File: src/rtl/key_debouncer.sv
// -----------------------------------------------------------------------------
// key_debouncer
//
// Four-key push-button front end for a small core. Each raw key is brought
// into the clock domain by a two-flop synchronizer and then goes through its
// own debounce / auto-repeat state machine. Accepted presses and auto-repeat
// ticks raise sticky per-key event flags, which the core clears with ACK.
//
// Parameters
//   DB_CYCLES      : consecutive stable cycles needed to accept a level change
//   HOLD_CYCLES    : held cycles after an accepted press before auto-repeat
//   REP_CYCLES     : auto-repeat period in cycles
//   KEY_ACTIVE_LOW : 1 -> raw level 0 means pressed
//
// Ports
//   CLK      in   1  single clock, rising edge
//   RST_N    in   1  asynchronous active-low reset
//   KEYS     in   4  raw asynchronous push-button levels
//   ACK      in   1  one-cycle pulse clearing the events selected by ACK_MASK
//   ACK_MASK in   4  per-key event clear select, used only while ACK=1
//   LEVEL    out  4  debounced pressed state, 1 = pressed
//   EVENT    out  4  sticky per-key event flags (press or repeat)
//   IN_WORD  out 32  core input word {24'b0, EVENT, LEVEL}
// -----------------------------------------------------------------------------
module key_debouncer #(
  parameter int DB_CYCLES      = 50000,
  parameter int HOLD_CYCLES    = 25000000,
  parameter int REP_CYCLES     = 5000000,
  parameter bit KEY_ACTIVE_LOW = 1'b1
) (
  input  logic        CLK,
  input  logic        RST_N,
  input  logic [3:0]  KEYS,
  input  logic        ACK,
  input  logic [3:0]  ACK_MASK,
  output logic [3:0]  LEVEL,
  output logic [3:0]  EVENT,
  output logic [31:0] IN_WORD
);

  // Counter only ever holds values up to (largest threshold - 1).
  localparam int MAX_AB  = (DB_CYCLES > HOLD_CYCLES) ? DB_CYCLES : HOLD_CYCLES;
  localparam int MAX_CYC = (MAX_AB > REP_CYCLES) ? MAX_AB : REP_CYCLES;
  localparam int CNT_W   = (MAX_CYC > 1) ? $clog2(MAX_CYC) : 1;

  localparam logic [CNT_W-1:0] CNT_ZERO  = CNT_W'(0);
  localparam logic [CNT_W-1:0] CNT_ONE   = CNT_W'(1);
  localparam logic [CNT_W-1:0] DB_LAST   = CNT_W'(DB_CYCLES - 1);
  localparam logic [CNT_W-1:0] HOLD_LAST = CNT_W'(HOLD_CYCLES - 1);
  localparam logic [CNT_W-1:0] REP_LAST  = CNT_W'(REP_CYCLES - 1);

  // Synchronizer flops rest at the released raw level so that leaving reset
  // never looks like a press.
  localparam logic [3:0] SYNC_RST = {4{KEY_ACTIVE_LOW}};

  typedef enum logic [2:0] {
    ST_IDLE       = 3'd0,
    ST_DB_PRESS   = 3'd1,
    ST_HELD       = 3'd2,
    ST_REPEAT     = 3'd3,
    ST_DB_RELEASE = 3'd4
  } key_state_e;

  logic [3:0] sync1_r;
  logic [3:0] sync2_r;
  logic [3:0] pressed_s;
  logic [3:0] level_r;
  logic [3:0] event_r;
  logic [3:0] level_set_s;
  logic [3:0] level_clr_s;
  logic [3:0] event_set_s;
  logic [3:0] ack_clr_s;

  // Two-flop synchronizer for the raw key levels.
  always_ff @(posedge CLK or negedge RST_N) begin
    if (!RST_N) begin
      sync1_r <= SYNC_RST;
      sync2_r <= SYNC_RST;
    end else begin
      sync1_r <= KEYS;
      sync2_r <= sync1_r;
    end
  end

  // Normalise polarity so that 1 always means pressed downstream.
  assign pressed_s = KEY_ACTIVE_LOW ? ~sync2_r : sync2_r;

  // One debounce / auto-repeat machine per key.
  for (genvar g = 0; g < 4; g++) begin : g_key
    key_state_e       state_r;
    key_state_e       state_nxt_s;
    logic [CNT_W-1:0] cnt_r;
    logic [CNT_W-1:0] cnt_nxt_s;
    logic             lvl_set_s;
    logic             lvl_clr_s;
    logic             evt_set_s;
    logic             p_s;

    assign p_s = pressed_s[g];

    // State and cycle counter registers for this key.
    always_ff @(posedge CLK or negedge RST_N) begin
      if (!RST_N) begin
        state_r <= ST_IDLE;
        cnt_r   <= CNT_ZERO;
      end else begin
        state_r <= state_nxt_s;
        cnt_r   <= cnt_nxt_s;
      end
    end

    // Next-state, counter and level/event strobes for this key. The counter
    // is cleared on every transition and at every threshold, so it never
    // wraps regardless of how long a key is held.
    always_comb begin
      state_nxt_s = state_r;
      cnt_nxt_s   = cnt_r;
      lvl_set_s   = 1'b0;
      lvl_clr_s   = 1'b0;
      evt_set_s   = 1'b0;
      case (state_r)
        ST_IDLE: begin
          if (p_s) begin
            state_nxt_s = ST_DB_PRESS;
            cnt_nxt_s   = CNT_ZERO;
          end else begin
            state_nxt_s = ST_IDLE;
            cnt_nxt_s   = CNT_ZERO;
          end
        end
        ST_DB_PRESS: begin
          if (!p_s) begin
            // Bounce before the press was accepted: start over.
            state_nxt_s = ST_IDLE;
            cnt_nxt_s   = CNT_ZERO;
          end else if (cnt_r == DB_LAST) begin
            state_nxt_s = ST_HELD;
            cnt_nxt_s   = CNT_ZERO;
            lvl_set_s   = 1'b1;
            evt_set_s   = 1'b1;
          end else begin
            cnt_nxt_s   = cnt_r + CNT_ONE;
          end
        end
        ST_HELD: begin
          if (!p_s) begin
            state_nxt_s = ST_DB_RELEASE;
            cnt_nxt_s   = CNT_ZERO;
          end else if (cnt_r == HOLD_LAST) begin
            state_nxt_s = ST_REPEAT;
            cnt_nxt_s   = CNT_ZERO;
            evt_set_s   = 1'b1;
          end else begin
            cnt_nxt_s   = cnt_r + CNT_ONE;
          end
        end
        ST_REPEAT: begin
          if (!p_s) begin
            state_nxt_s = ST_DB_RELEASE;
            cnt_nxt_s   = CNT_ZERO;
          end else if (cnt_r == REP_LAST) begin
            cnt_nxt_s   = CNT_ZERO;
            evt_set_s   = 1'b1;
          end else begin
            cnt_nxt_s   = cnt_r + CNT_ONE;
          end
        end
        ST_DB_RELEASE: begin
          if (p_s) begin
            // Release glitch: key is still held, resume the hold phase
            // without reporting a new press.
            state_nxt_s = ST_HELD;
            cnt_nxt_s   = CNT_ZERO;
          end else if (cnt_r == DB_LAST) begin
            state_nxt_s = ST_IDLE;
            cnt_nxt_s   = CNT_ZERO;
            lvl_clr_s   = 1'b1;
          end else begin
            cnt_nxt_s   = cnt_r + CNT_ONE;
          end
        end
        default: begin
          state_nxt_s = ST_IDLE;
          cnt_nxt_s   = CNT_ZERO;
        end
      endcase
    end

    assign level_set_s[g] = lvl_set_s;
    assign level_clr_s[g] = lvl_clr_s;
    assign event_set_s[g] = evt_set_s;
  end

  assign ack_clr_s = ACK ? ACK_MASK : 4'b0000;

  // Debounced level and sticky event flags; a set beats a same-cycle clear.
  always_ff @(posedge CLK or negedge RST_N) begin
    if (!RST_N) begin
      level_r <= 4'b0000;
      event_r <= 4'b0000;
    end else begin
      level_r <= level_set_s | (level_r & ~level_clr_s);
      event_r <= event_set_s | (event_r & ~ack_clr_s);
    end
  end

  assign LEVEL   = level_r;
  assign EVENT   = event_r;
  assign IN_WORD = {24'h000000, event_r, level_r};

endmodule

File: config.mk
export PLATFORM = sky130hd
export DESIGN_NAME = key_debouncer
export DESIGN_NICKNAME = d
export VERILOG_FILES = /design/src/rtl/key_debouncer.sv
export SDC_FILE = /design/constraint.sdc
export NUM_CORES = 1
export LEC_CHECK = 0
export BUFFER_PORTS_ARGS = -buffer_cell sky130_fd_sc_hd__buf_4
export CAP_MARGIN = 25
export CORE_ASPECT_RATIO = 0.5
export CORE_MARGIN = 2
export CORE_UTILIZATION = 55
export CTS_CLUSTER_DIAMETER = 100
export DETAILED_ROUTE_END_ITERATION = 8
export GPL_TIMING_DRIVEN = 0
export HOLD_SLACK_MARGIN = 0.06
export PLACE_DENSITY_LB_ADDON = 0.12
export SYNTH_ARGS = -nofsm -noshare
export SYNTH_HDL_FRONTEND = slang
export SYNTH_SLANG_ARGS = --single-unit
File: constraint.sdc
create_clock -name CLK -period 2.87 [get_ports CLK]
set_clock_uncertainty 0.2 [all_clocks]
set_input_delay 0.4305 -clock CLK [delete_from_list [all_inputs] [get_ports CLK]]
set_output_delay 0.4305 -clock CLK [all_outputs]
set_load 0.02 [all_outputs]
==> metrics.txt <==
PD cells 534 mW/mm2; IO Count 51; Syn Std Cell Area 0.00706 mm2; outcome finished clean; vias post-DR 5602; CP cell instances ha_1 -> and3_1 -> buf_2 -> nand4_1 -> or3_4 -> a211oi_4 -> buf_6 -> nor3_1; final WL 15400 um; initial antenna violation count 0; Layout Cells excl Fill 1008; met3 routed WL 655 um; CTS clk-pin slew, worst paths 0.06 ns; final setup TNS 0 ns; fmax 378 MHz; Iter 0 DRT Violations 407; maximum vdd drop 448 uV; synth warn 0; WL met2 7320 um; Horiz. Die Dim 164 um; critical path's top delay family simple AND/OR/NAND/NOR gates; ratio of cells with drive above 1 in the final layout 0.156; Core Area 0.0126 mm2; Post-synth ARST share 1.00; Sw Ratio 0.209; Die Y 84.1 um; grt total ovfl 0; cell internal pwr 3.50 mW; overall routing resource usage 0.241; CP required 2.95 ns; # setup viols final 0; CTS H-tree depth 4; Seq pwr share 0.415; largest net degree at the start of global routing 85; fin nets 840; register bit total from synthesis 128; Rows 29; root buf cell clkbuf_16; post-route DRC violation count 0; multi-input logic area 0.00343 mm2; # fillers 1011; count leader, synth dfrtp_1; leading area contributor after synthesis dfrtp_1; period utilization 0.923; syn_area_per_cell 9.40 um2; DR pass1 iterations 5; combinational fraction of design power 0.043; die area 0.0138 mm2; CTS tree yes; critical path fanouts, max 10; Yosys top cell area share 0.425; Routed Antenna Nets 0; vias in the first global route 5657; Initial Util 0.561; Max-Cap Viols 0; CTS Sinks 128; worst-skew pair later-pin latency 0.41 ns; Inserted Clock Buffers 17; Post-synth top flop dfrtp_1; Cells after DPL 971; Post-synth EDFFs 0; I/O Buffers 26; Slew Limit Headroom 0.330; type of the most critical hold path in2reg; Slew @ Worst Pin 0.996 ns; fin crit period 2.65 ns; type of the worst setup path reg2reg; Clock Tree Buf Depth 2; drt wl/cell 15.3 um; gpl congestion 0.838; critical path arrival 2.73 ns; Area Growth Syn to Fin 17.5%; Gate Count Post-Synth 751; Buf/Inv on CP 2; Max Slew Vio Count 0; Via density 5.56; most area-consuming cells after synthesis dfrtp_1 43%, xnor2_1 6.7%, xor2_1 4.6%; first-pass GRT wire length 26700 um; Top Layer Used met4; Commonest cells post-synth 120 x dfrtp_1, 74 x nor2_1, 58 x nor3_1; diode count 0; P_sw 0.927 mW; wire length on met1 7190 um; Lkg Pwr 3.38 nW; register area 0.00321 mm2; Startpoint Class flop; DP HPWL 10200 um; crit-path max cell delay 0.44 ns; unrepaired setup endpoints after global routing false; synth unique cells 69; share of the yosys chip area belonging to registers 0.455; Clk pwr share 0.542; Final Hold Viols 0; CP Capture Type flop; Critical Path Slowest Stage Cell a211oi_4
==> cell families after synthesis <==
logic type / synth area share
xor+xnor: 0.113
fa+ha+maj: 0.00709
simple gates: 0.283
compound gates: 0.0705
buf+inv: 0.0712
other cells: 0.000531
flops: 0.455
==> layer usage <==
metal,vias to the layer above,track usage
li1,2751,-
met1,2681,0.335
met2,141,0.389
met3,29,0.0430
met4,0,0.0781
met5,-,0
==> area by class of cell <==
class	count	share of cell area
multi-input cells	556	0.414
clock inverters	10	0.0219
flip-flops and latches	128	0.387
inverters	22	0.00995
repair buffers	32	0.0333
plain buffers	68	0.0513
clock buffers	22	0.0571
well taps	170	0.0256
==> power by group through the flow <==
| stage | Combinational, mW | Clock (mW) | Sequential (mW) |
|---|---|---|---|
| 2_1_floorplan | 0.113 | 0 | 1.87 |
| 3_3_place_gp | 0.178 | 0 | 1.87 |
| 4_1_cts | 0.191 | 2.44 | 1.84 |
| 6_report | 0.190 | 2.40 | 1.84 |
| 5_1_grt | 0.213 | 2.52 | 1.84 |
| 3_5_place_dp | 0.184 | 0 | 1.87 |
==> registers in the layout (all words and copies together), names as in the netlist <==
name and count:
g_key.state_r 12, EVENT 4, sync1_r 4, g_key.cnt_r 100, sync2_r 4, LEVEL 4
==> metrics by stage <==
step                total power [mW]  worst slack (ns)  area [um2]  hold WS, ns   util
detailed placement              2.05             0.224        7590        0.147  0.603
global route                    4.57            0.0139        8300        0.112  0.659
global placement                2.05             0.231        7560        0.146  0.600
CTS                             4.46             0.154        8290       0.0923  0.659
finish                          4.43             0.222        8300       0.0984  0.659
floorplan                       1.98             0.584        7150      -0.0651      -
==> layout by cell type, fill, tap and decap left out, drive strengths merged, types with 21 or more instances in the layout <==
| cell | instances |
|---|---|
| xnor2 | 54 |
| xor2 | 37 |
| conb | 24 |
| nand3 | 43 |
| inv | 22 |
| buf | 68 |
| a21oi | 30 |
| nor2 | 81 |
| nand4 | 31 |
| nor4 | 21 |
| clkbuf | 49 |
| nand2 | 49 |
| nor3 | 58 |
| and3 | 27 |
| dfrtp | 120 |
==> worst paths after layout <==
kind / slack (ns) / to / depth (start not counted) / from
worst max-delay path: 0.22 / g_key[3].cnt_r[20]$_DFF_PN0_ / 8 / g_key[3].cnt_r[0]$_DFF_PN0_
worst min-delay path: 0.1 / EVENT[2]$_DFF_PN0_ / 4 / ACK_MASK[2]
worst max register to register: 0.22 / g_key[3].cnt_r[20]$_DFF_PN0_ / 8 / g_key[3].cnt_r[0]$_DFF_PN0_
worst min register to register: 0.15 / sync2_r[0]$_DFF_PN1_ / 0 / sync1_r[0]$_DFF_PN1_
max in group asynchronous: 1.40 / sync2_r[3]$_DFF_PN1_ / 3 / RST_N
min in group asynchronous: 0.32 / g_key[1].cnt_r[21]$_DFF_PN0_ / 2 / RST_N
==> worst reg2reg max path, cell delays in order, from the launching register on <==
cell      delay [ns]
dfrtp_1         0.38
ha_1            0.19
and3_1          0.15
buf_2           0.19
nand4_1         0.25
or3_4           0.43
a211oi_4        0.44
buf_6           0.21
nor3_1          0.08
==> timing repair <==
item	in CTS	in global routing
hold endpoints to repair	44	0
resized for setup	0	8
hold buffers	5	0
setup buffers	0	0
setup endpoints to repair	0	30
No activity file was read; power rests on OpenSTA's default activity.
